<file path="src/rtl/phy_tx_serializer.sv">
// Two-lane transmit serializer: byte FIFO in, COM training/idle fill, byte pairs
// striped MSB-first across D_0 (older byte) and D_1 (newer byte) in DATA_W-cycle frames.
module phy_tx_serializer #(
    parameter int                DATA_W     = 8,
    parameter logic [DATA_W-1:0] COM        = 8'hBC,
    parameter int                INIT_COM   = 4,
    parameter int                FIFO_DEPTH = 4
) (
    input  logic              clk,
    input  logic              reset,
    input  logic              enable,
    input  logic [DATA_W-1:0] data_in,
    input  logic              valid_in,
    output logic              ready_out,
    output logic              D_0,
    output logic              D_1,
    output logic              data_frame_out
);

    localparam int CNT_W = (DATA_W > 1) ? $clog2(DATA_W) : 1;
    localparam int PTR_W = (FIFO_DEPTH > 1) ? $clog2(FIFO_DEPTH) : 1;
    localparam int CW    = PTR_W + 1;
    localparam int FC_W  = (INIT_COM > 1) ? $clog2(INIT_COM) : 1;

    localparam logic [CNT_W-1:0] LAST_BIT   = CNT_W'(DATA_W - 1);
    localparam logic [FC_W-1:0]  LAST_FRAME = FC_W'(INIT_COM - 1);

    typedef enum logic [1:0] {IDLE, TRAIN, RUN} state_t;

    state_t             state_q, state_d;
    logic [CNT_W-1:0]   bit_cnt_q, bit_cnt_d;
    logic [FC_W-1:0]    frame_cnt_q, frame_cnt_d;
    logic [DATA_W-1:0]  sh0_q, sh0_d, sh1_q, sh1_d;
    logic               d0_q, d0_d, d1_q, d1_d, dfo_q, dfo_d;
    logic [DATA_W-1:0]  mem_q [FIFO_DEPTH];
    logic [PTR_W-1:0]   wr_ptr_q, wr_ptr_d, rd_ptr_q, rd_ptr_d, rd_nxt;
    logic [CW-1:0]      count_q, count_d;
    logic               push, pop, load_com, run_load, frame_end;

    assign ready_out      = enable && (state_q != IDLE) && (count_q < CW'(FIFO_DEPTH));
    assign push           = valid_in && ready_out;
    assign rd_nxt         = rd_ptr_q + PTR_W'(1);
    assign frame_end      = (bit_cnt_q == LAST_BIT);
    assign D_0            = d0_q;
    assign D_1            = d1_q;
    assign data_frame_out = dfo_q;

    always_comb begin
        state_d     = state_q;
        bit_cnt_d   = bit_cnt_q + CNT_W'(1);
        frame_cnt_d = frame_cnt_q;
        sh0_d       = sh0_q << 1;
        sh1_d       = sh1_q << 1;
        d0_d        = sh0_q[DATA_W-1];
        d1_d        = sh1_q[DATA_W-1];
        dfo_d       = dfo_q;
        wr_ptr_d    = push ? wr_ptr_q + PTR_W'(1) : wr_ptr_q;
        rd_ptr_d    = rd_ptr_q;
        count_d     = count_q + CW'(push);
        load_com    = 1'b0;
        run_load    = 1'b0;
        pop         = 1'b0;

        if (!enable) begin
            state_d     = IDLE;
            bit_cnt_d   = '0;
            frame_cnt_d = '0;
            sh0_d       = '0;
            sh1_d       = '0;
            d0_d        = 1'b0;
            d1_d        = 1'b0;
            dfo_d       = 1'b0;
            wr_ptr_d    = '0;
            rd_ptr_d    = '0;
            count_d     = '0;
        end else begin
            unique case (state_q)
                IDLE: begin
                    state_d     = TRAIN;
                    frame_cnt_d = '0;
                    load_com    = 1'b1;
                end
                TRAIN: if (frame_end) begin
                    // The load that closes the last training frame is already a RUN load.
                    if (frame_cnt_q == LAST_FRAME) begin
                        state_d  = RUN;
                        run_load = 1'b1;
                    end else begin
                        frame_cnt_d = frame_cnt_q + FC_W'(1);
                        load_com    = 1'b1;
                    end
                end
                RUN: if (frame_end) run_load = 1'b1;
                default: state_d = IDLE;
            endcase

            if (run_load) begin
                if (count_q >= CW'(2)) pop = 1'b1;
                else                   load_com = 1'b1;
            end

            if (load_com) begin
                sh0_d     = COM << 1;
                sh1_d     = COM << 1;
                d0_d      = COM[DATA_W-1];
                d1_d      = COM[DATA_W-1];
                dfo_d     = 1'b0;
                bit_cnt_d = '0;
            end

            if (pop) begin
                sh0_d     = mem_q[rd_ptr_q] << 1;
                sh1_d     = mem_q[rd_nxt] << 1;
                d0_d      = mem_q[rd_ptr_q][DATA_W-1];
                d1_d      = mem_q[rd_nxt][DATA_W-1];
                dfo_d     = 1'b1;
                bit_cnt_d = '0;
                rd_ptr_d  = rd_ptr_q + PTR_W'(2);
                count_d   = count_q + CW'(push) - CW'(2);
            end
        end
    end

    always_ff @(posedge clk) begin
        if (reset) begin
            state_q     <= IDLE;
            bit_cnt_q   <= '0;
            frame_cnt_q <= '0;
            sh0_q       <= '0;
            sh1_q       <= '0;
            d0_q        <= 1'b0;
            d1_q        <= 1'b0;
            dfo_q       <= 1'b0;
            wr_ptr_q    <= '0;
            rd_ptr_q    <= '0;
            count_q     <= '0;
        end else begin
            state_q     <= state_d;
            bit_cnt_q   <= bit_cnt_d;
            frame_cnt_q <= frame_cnt_d;
            sh0_q       <= sh0_d;
            sh1_q       <= sh1_d;
            d0_q        <= d0_d;
            d1_q        <= d1_d;
            dfo_q       <= dfo_d;
            wr_ptr_q    <= wr_ptr_d;
            rd_ptr_q    <= rd_ptr_d;
            count_q     <= count_d;
        end
    end

    always_ff @(posedge clk) begin
        if (push) mem_q[wr_ptr_q] <= data_in;
    end

endmodule

</file>
<file path="config.mk">
export PLATFORM = sky130hd
export DESIGN_NAME = phy_tx_serializer
export DESIGN_NICKNAME = d
export VERILOG_FILES = /design/src/rtl/phy_tx_serializer.sv
export SDC_FILE = /design/constraint.sdc
export NUM_CORES = 1
export LEC_CHECK = 0
export ABC_AREA = 1
export CAP_MARGIN = 15
export CORE_AREA = 2 2 72 67
export CTS_BUF_LIST = sky130_fd_sc_hd__clkbuf_8
export CTS_CLUSTER_SIZE = 10
export DETAILED_ROUTE_END_ITERATION = 10
export DIE_AREA = 0 0 74 69
export PLACE_DENSITY = 0.78
export RECOVER_POWER = 100
export SLEW_MARGIN = 10
export SYNTH_ARGS = -nofsm -noshare
export SYNTH_HDL_FRONTEND = slang
export SYNTH_SLANG_ARGS = --single-unit
</file>
<file path="constraint.sdc">
create_clock -name clk -period 4.6 [get_ports clk]
set_input_delay 0.69 -clock clk [delete_from_list [all_inputs] [get_ports clk]]
set_output_delay 0.69 -clock clk [all_outputs]
set_load 0.01 [all_outputs]
</file>
Yosys cells after proc, flatten, opt, wreduce, memory -nomap -nowiden:

Memory sizes are Yosys's and may differ from the RTL's. A register that Yosys moved wholly into a read port is not among the register bits.
Index checks and enable logic that the tools add are counted.

* memories kept: 1
* RAM bits: 32
* bits in registers: 33
* input port bits: 12
* word-level logic and storage cells: 79

Memory list
* mem_q: depth 4, bits a word 8, rd ports 2, clocked after Yosys merged registers in 1, write ports 1, RTL line 35 `logic [DATA_W-1:0] mem_q [FIFO_DEPTH];`

* add/subtract/negate cells: 7
* eq/ne operators: 7
* reduce and logical (&&, ||, !) cells: 12
* $lt $le $gt $ge: 2
* bitwise logic cells: 2
* multiplexer cells: 35

Operators by type and width (number)
* 8-bit 2-to-1 mux: 4
* 1-bit 2-to-1 mux: 20
* 2-bit 2-to-1 mux: 6
* 2-bit by 1-bit adder with 2-bit output (second input constant): 3
* 2-bit inequality test (second input constant): 3
* 2-bit one-hot mux with 3 select lines: 1
* 3-bit AND reduction: 2
* 2-bit nonzero test: 3
* 2-bit equality test (second input constant): 2
* 1-bit one-hot mux with 2 select lines: 2
* 2-bit one-hot mux with 2 select lines: 1
* 4-bit OR reduction: 1
* 3-bit by 1-bit adder with 3-bit output: 1
* 3-bit by 1-bit adder with 3-bit output (second input constant): 1
* 3-bit equality test (second input constant): 1
* 3-bit by 2-bit >= comparator with 1-bit output (second input constant): 1
* 1-bit logical AND: 3
* 3-bit less-than comparator (second input constant): 1
* 3-bit 2-to-1 mux: 1
* 3-bit OR reduction: 1
* 3-bit by 2-bit subtractor with 3-bit output (second input constant): 1
* 2-bit adder (second input constant): 1
* 2-bit by 1-bit equality test with 1-bit output (second input constant): 1
* 2-bit logical NOT: 1
* other kinds (2): 3

Depth between registers and ports, before layout:

Gate-level depths: netlist of run 1.

* depth after elaboration: 9
* mapped depth: 13
* mapped depth without buffers: 13

Worst setup path before layout of run 1:

Ideal clock, no wire load.

* path type: input to register
* start: in enable
* end: reg count_q[2]
* slack: 2.766 ns
* arrival time: 1.762 ns
* required time: 4.528 ns
* library setup time: 0.072 ns
* stages on the path: 9
* path through: nand4_1 -> inv_1 -> ha_1 -> ha_1 -> inv_1 -> nand3_1 -> nand2_1 -> nand2_1 -> a21oi_1

* word-level cells in the longest chain between the ends: 6

RTL lines
* from (decl): RTL line 11 `input logic enable,`
* 1-bit logical AND (*) (2 in series): RTL line 40 `assign ready_out = enable && (state_q != IDLE) && (count_q < CW'(FIFO_DEPTH));`
* 1-bit logical AND (*): RTL line 41 `assign push = valid_in && ready_out;`
* net push: RTL line 38 `logic push, pop, load_com, run_load, frame_end;`
* 3-bit by 1-bit adder with 3-bit output (*): RTL line 59, 119
* 3-bit by 2-bit subtractor with 3-bit output: RTL line 119 `count_d = count_q + CW'(push) - CW'(2);`
* 3-bit 2-to-1 mux (*): RTL line 111 `if (pop) begin`
* to (signal assigned): RTL line 148 `count_q <= count_d;`
* to (decl): RTL line 37 `logic [CW-1:0] count_q, count_d;`

The timed path passes the listed nets; every way through them passes the cells marked *.
A chain may end at the register's enable or synchronous reset.

Worst setup path after layout of run 1:

* start: in enable
* end: reg state_q[1]

* word-level cells in the longest chain between the ends: 2

RTL lines
* 1-bit NOT (no line)
* 2-bit OR reduction (no line)
* to (signal assigned): RTL line 138 `state_q <= state_d;`
* to (decl): RTL line 30 `state_t state_q, state_d;`

No other way between the ends.

==> out/results.txt, run 1 <==
prevailing post-synth register cell - sky130_fd_sc_hd__edfxtp_1
routability cong. - 0.763
standard cell core area - 4350 µm²
overall routed net length - 4050 µm
Die Footprint - 5110 µm²
highest signal layer in the routed design - met4
net total in the final layout - 299
clk buf depth - 2
number of hold violations in the final report - 0
register cell area after layout - 1580 µm²
number of DRC markers in iteration 0 - 103
source-to-sink clock delay at the later pin of the worst-skew pair - 0.33 ns
number of buffers inserted during clock tree synthesis - 9
register bit total from synthesis - 63
normalized max-slew margin - 15.4%
# hold bufs at CTS - 0
sink count of the clock tree - 63
instance count of the mapped netlist - 254
global-route wire length before repair - 6780 µm
Met3 Wirelength - 145 µm
Data required, critical path - 4.85 ns
min cycle time layout - 2.79 ns
Starting Density - 59.2%
vias per cell - 4.85
pin count of the biggest net entering global routing - 23
antenna-violating nets left - 0
mean post-synth cell area - 10.1 µm²
total track usage - 18.2%
layout cells sized above 1 - 7.53%
Yosys warning total - 0
max-cap violation count - 0
largest driver fanout on the critical path - 22
final std cells w/o fill - 341
Post-CTS Setup Bufs - 0
I/O Pins - 16
setup TNS after final layout - 0 ns
number of distinct library cells after synthesis - 27
number of rows created at floorplan - 23
vias post-DR - 1653
CTS resizes - 0
capturing element type of the critical path - flop
via count of the first global-routing pass - 1485
largest voltage drop on the vdd net - 0.312 mV
synthesized net count - 278
CTS tree - yes
count of final setup violators - 0
number of flops mapped to enable cells by yosys - 32
maximum clock frequency - 358 MHz
outcome - finished, final reports clean
Post-synth ARST share - 0%
PortBufs - 15
TritonRoute pass-1 iters - 5
filler instances - 365
Least-Margin Pin Slew - 1.26 ns
hold crit path type - flop to flop
Mapped Area - 2570 µm²
Fin Clk Skew - 0.00844 ns
Total Power - 1.02 mW
Placed Cells - 326
final-layout worst hold slack - 0.423 ns
final number of max-transition violations - 0
leakage component of the power - 1.23 nW
met1 layer wirelength in the final routing - 1930 µm
die boundary width - 74 µm
met2 wire length - 1920 µm
share of synthesized area occupied by flip-flops and latches - 61.5%
# DRC - 0
CTS Root Buffer Type - sky130_fd_sc_hd__clkbuf_8
power density over the cells - 350 nW/µm²
detailed placement HPWL - 2860 µm
number of antenna cells inserted - 0
kind of start point of the critical path - primary input
WS Path Type - primary input to flop
number of antenna violations at the first check in global routing - 0
worst path arrival time - 3.04 ns
GRT overflow - 0
setup repair after global routing missed its margin - no
minimum setup slack in the final design - 1.81 ns
routed wire length per instance - 11.9 µm
Chip Height - 69 µm
final standard cell utilization of the core - 66.8%
area of the multi-input gates - 826 µm²
post-placement setup slack - 2.00 ns
post-place instance area - 2770 µm²
share of the clock period used by the worst path - 60.8%
total non-filler cell area in the finished layout - 2900 µm²
Clock transition at path regs - 0.06 ns
area overhead of the layout relative to synthesis - 12.9%
deepest level of the CTS H-tree - 3
-- worst max-delay path: stages --
cell and delay, ns:
sky130_fd_sc_hd__dlygate4sd3_1 0.54, sky130_fd_sc_hd__inv_1 0.05, sky130_fd_sc_hd__nor2_1 0.94, sky130_fd_sc_hd__clkinv_1 0.56
sky130_fd_sc_hd__a21oi_1 0.25
-- cells in the final DEF, fill, tap and decap left out, types with 2 or more instances in the layout --
cell and instances:
sky130_fd_sc_hd__inv_1 28, sky130_fd_sc_hd__nand2_2 3, sky130_fd_sc_hd__dfxtp_1 31, sky130_fd_sc_hd__a21oi_1 10, sky130_fd_sc_hd__nand2_1 55, sky130_fd_sc_hd__mux2i_1 3, sky130_fd_sc_hd__clkbuf_8 9, sky130_fd_sc_hd__nand3_1 7
sky130_fd_sc_hd__clkdlybuf4s50_1 2, sky130_fd_sc_hd__nor2_1 32, sky130_fd_sc_hd__o21ai_0 19, sky130_fd_sc_hd__edfxtp_1 32, sky130_fd_sc_hd__clkinv_1 5, sky130_fd_sc_hd__nand4_1 7, sky130_fd_sc_hd__dlygate4sd3_1 13, sky130_fd_sc_hd__nand2_4 2
sky130_fd_sc_hd__ha_1 12, sky130_fd_sc_hd__clkinv_2 2
-- path summary, 6_finish.rpt --
path	from	endpoint	slack [ns]	cells past startpoint
min reg2reg	bit_cnt_q[0]	bit_cnt_q[0]	0.42	1
max reg2reg	state_q[1]	count_q[2]	2.53	12
min	bit_cnt_q[0]	bit_cnt_q[0]	0.42	1
max	enable	state_q[1]	1.81	5
-- metal layers --
layer / vias up / global-route usage [%]
li1: 874 / -
met2: 26 / 26.8
met1: 749 / 23.9
met3: 4 / 7.02
met5: - / 0
met4: 0 / 7.88
-- kinds of logic after synthesis --
group	after synthesis	share of synthesized area [%]
flip-flops	63	61.5
buffers and inverters	36	5.84
adder cells (fa/ha/maj)	12	5.84
multiplexers	3	1.17
AND/OR/NAND/NOR	110	19.3
AO/OA/AOI/OAI	30	6.37
-- final cells by class --
class,instances,share of cell area [%]
Sequential cell,63,54.5
Tap cell,62,2.67
Inverter,31,4.01
Clock inverter,6,0.991
Clock buffer,9,4.27
Multi-Input combinational cell,155,28.4
Timing Repair Buffer,15,5.17
-- Yosys cell counts, types with 2 or more instances --
| cell type | number | share of area (%) |
|---|---|---|
| sky130_fd_sc_hd__ha_1 | 12 | 5.8 |
| sky130_fd_sc_hd__inv_1 | 28 | 4.1 |
| sky130_fd_sc_hd__o21ai_0 | 16 | 3.1 |
| sky130_fd_sc_hd__dfxtp_1 | 31 | 24 |
| sky130_fd_sc_hd__a21oi_1 | 9 | 1.8 |
| sky130_fd_sc_hd__nand3_1 | 7 | 1.4 |
| sky130_fd_sc_hd__clkinv_1 | 2 | 0.29 |
| sky130_fd_sc_hd__nand2_4 | 2 | 0.88 |
| sky130_fd_sc_hd__nor2_1 | 31 | 4.5 |
| sky130_fd_sc_hd__buf_2 | 3 | 0.58 |
| sky130_fd_sc_hd__nand2_1 | 55 | 8.0 |
| sky130_fd_sc_hd__mux2i_1 | 3 | 1.2 |
| sky130_fd_sc_hd__o21ai_2 | 2 | 0.68 |
| sky130_fd_sc_hd__nand2_2 | 3 | 0.73 |
| sky130_fd_sc_hd__edfxtp_1 | 32 | 37 |
| sky130_fd_sc_hd__nand4_1 | 7 | 1.7 |
-- sequential cells by signal, indices dropped and copies added (netlist names), named ones only --
register and flops:
state_q 2, sh0_q 7, count_q 3, mem_q 32
bit_cnt_q 3, frame_cnt_q 2, D_1 1, data_frame_out 1
wr_ptr_q 2, D_0 1, rd_ptr_q 1, sh1_q 7
-- report_power, final --
part	total, mW	switching, mW	internal (mW)
combinational	0.0411	0.0246	0.0165
clock	0.375	0.191	0.184
sequential	0.600	0.00224	0.598
total	1.02	0.218	0.798
Note: power is estimated with default switching activity, not from simulation.
==> run 2, diff against run 1 <==
- clock period: 4.6 -> 2.9 ns (I/O delays scaled with it)
==> out/results.txt, run 2 (synthesis gave the netlist of run 1 again) <==
outcome - finished, final reports clean
leakage component of the power - 1.18 nW (-3.6%)
sink count of the clock tree - 63 (unchanged)
Top cell by count, worst path - sky130_fd_sc_hd__dlygate4sd3_1
share of the clock period used by the worst path - 76.1%
worst hold endpoint - bit_cnt_q[0]
Starting Density - 59.2% (unchanged)
leading cell type in the layout, fill and taps excluded - sky130_fd_sc_hd__nand2_1
critical path's top delay family - buffers and inverters
setup TNS after final layout - 0 ns (unchanged)
overall routed net length - 4220 µm (+4.3%)
number of antenna cells inserted - 0 (unchanged)
source-to-sink clock delay at the later pin of the worst-skew pair - 0.34 ns (about the same)
Post-CTS Setup Bufs - 0 (unchanged)
die boundary width - 74 µm (unchanged)
number of antenna violations at the first check in global routing - 0 (unchanged)
Data required, critical path - 2.47 ns (-2.38 ns)
worst path arrival time - 1.77 ns (-1.27 ns)
max-cap violation count - 0 (unchanged)
routability cong. - 0.842 (+10%)
power density over the cells - 579 nW/µm² (+65%)
Buffers & Inverters on Critical Path - 3 (unchanged)
pin count of the biggest net entering global routing - 23 (unchanged)
standard cell core area - 4350 µm² (unchanged)
maximum clock frequency - 453 MHz
Critical R2R Launch - state_q[1]
detailed placement HPWL - 2940 µm (+3.0%)
TritonRoute pass-1 iters - 4 (-1)
number of rows created at floorplan - 23 (unchanged)
net total in the final layout - 304 (+1.7%)
clk buf depth - 2 (unchanged)
number of DRC markers in iteration 0 - 98 (-4.9%)
WS Path Type - primary input to output pin
CTS resizes - 0 (unchanged)
layout cells sized above 1 - 7.72% (+0.19 points)
CTS tree - yes
Chip Height - 69 µm (unchanged)
GRT overflow - 0 (unchanged)
hold crit path type - flop to flop
cell-by-cell listing of the critical path - dlygate4sd3_1, inv_1, nor3_1, dlygate4sd3_1
capturing element type of the critical path - output pin
setup repair after global routing missed its margin - no
normalized max-slew margin - 44.7% (+29 points)
deepest level of the CTS H-tree - 3 (unchanged)
Register-to-Register Setup Slack - 0.81 ns (-1.72 ns)
vias per cell - 4.88 (+0.71%)
Clock transition at path regs - 0.06 ns (about the same)
number of buffers inserted during clock tree synthesis - 9 (unchanged)
largest registers - mem_q (32), sh0_q (7), sh1_q (7)
Slowest-stage cell, CP - sky130_fd_sc_hd__dlygate4sd3_1
total track usage - 19.3% (+1.0 points)
largest voltage drop on the vdd net - 0.405 mV (+30%)
# hold bufs at CTS - 0 (unchanged)
count of final setup violators - 0 (unchanged)
I/O Pins - 16 (unchanged)
routed wire length per instance - 12.2 µm (+2.4%)
endpoint of the most critical register-to-register path - count_q[2]
vias post-DR - 1694 (+2.5%)
min cycle time layout - 2.21 ns
largest driver fanout on the critical path - 2 (-91%)
Fin Clk Skew - 0.00843 ns (-0.00000841 ns)
Least-Margin Pin Slew - 0.830 ns (-0.435 ns)
Hold Crit Depth - 1 (unchanged)
number of flip-flops under the largest register name - 32 (unchanged)
final standard cell utilization of the core - 67.3% (+0.49 points)
number of hold violations in the final report - 0 (unchanged)
global-route wire length before repair - 7140 µm (+5.3%)
longest individual stage delay on the worst path - 0.62 ns (-0.32 ns)
number of cells traversed by the worst register-to-register path - 12 (unchanged)
Die Footprint - 5110 µm² (unchanged)
commonest cells after routing, fill and taps aside - 58 x sky130_fd_sc_hd__nand2_1, 32 x sky130_fd_sc_hd__nor2_1, 32 x sky130_fd_sc_hd__edfxtp_1, 31 x sky130_fd_sc_hd__dfxtp_1, 29 x sky130_fd_sc_hd__inv_1
critical hold path startpoint - bit_cnt_q[0]
final-layout worst hold slack - 0.423 ns (-0.000367 ns)
antenna-violating nets left - 0 (unchanged)
PortBufs - 15 (unchanged)
# DRC - 0 (unchanged)
register with the highest flop count - mem_q
via count of the first global-routing pass - 1612 (+8.6%)
kind of start point of the critical path - primary input
area overhead of the layout relative to synthesis - 13.8%
final number of max-transition violations - 0 (unchanged)
CTS Root Buffer Type - sky130_fd_sc_hd__clkbuf_8
[run 2: cell count changes in the layout (fill, tap and decap cells not counted), moves of 2 or more]
cell,before,now
sky130_fd_sc_hd__clkbuf_1,0,5
sky130_fd_sc_hd__nand2_1,55,58
sky130_fd_sc_hd__clkinvlp_4,1,3
sky130_fd_sc_hd__nand2_4,2,0
sky130_fd_sc_hd__clkinv_1,5,2
[run 2: worst max path at each step]
stage	startpoint	to	slack, ns	depth (start not counted)
6_report	enable	ready_out	0.69	4
5_1_grt	enable	wr_ptr_q[1]	0.49	6
4_1_cts	state_q[1]	ready_out	0.72	4
3_5_place_dp	enable	count_q[2]	0.69	10
3_3_place_gp	enable	count_q[2]	0.76	10
2_1_floorplan	state_q[0]	count_q[2]	1.12	12
[run 2: per-layer routing]
layer / part of all wire, % / routed length (µm) / up-vias / global-route usage (%)
met5: 0 / 0 / - / 0
met4: 1.8 / 75 / 0 / 9.09
met3: 4.6 / 193 / 6 / 6.58
met2: 48 / 2040 / 28 / 30.5
met1: 45 / 1910 / 775 / 23.3
li1: - / - / 885 / -
[run 2: final cells by class]
class	instances	area (µm²)
clock buffer	10	138
inverter	31	116
multi-input combinational	155	798
timing repair buffer	20	169
clock inverter	6	45.0
tap	62	77.6
fill	381	1420
sequential	63	1580
[run 2: worst register-to-register path, cell delays in order (launching register included)]
cell and delay, ns:
sky130_fd_sc_hd__dfxtp_1 0.35, sky130_fd_sc_hd__inv_1 0.07, sky130_fd_sc_hd__ha_1 0.21, sky130_fd_sc_hd__inv_1 0.14, sky130_fd_sc_hd__nand4_1 0.26, sky130_fd_sc_hd__inv_1 0.19
sky130_fd_sc_hd__ha_1 0.17, sky130_fd_sc_hd__ha_1 0.25, sky130_fd_sc_hd__inv_1 0.09, sky130_fd_sc_hd__nand3_1 0.08, sky130_fd_sc_hd__nand2_1 0.06, sky130_fd_sc_hd__nand2_1 0.04
sky130_fd_sc_hd__a21oi_1 0.12
[run 2: power by group]
part / switching [mW] / internal (mW) / leakage [nW]
Sequential: 0.00355 / 0.947 / 0.540
Clock: 0.341 / 0.335 / 0.0849
Combinational: 0.0393 / 0.0265 / 0.559
Total: 0.384 / 1.31 / 1.18
[run 2: per-stage QoR]
step / cell area [µm²] / cells / power (mW) / worst slack (ns)
floorplan: 2570 / 254 / 1.01 / 1.12
global placement: 2800 / 331 / 1.04 / 0.764
detailed placement: 2800 / 331 / 1.04 / 0.692
CTS: 2990 / 347 / 1.72 / 0.722
global route: 2930 / 347 / 1.76 / 0.489
finish: 2930 / 347 / 1.69 / 0.693
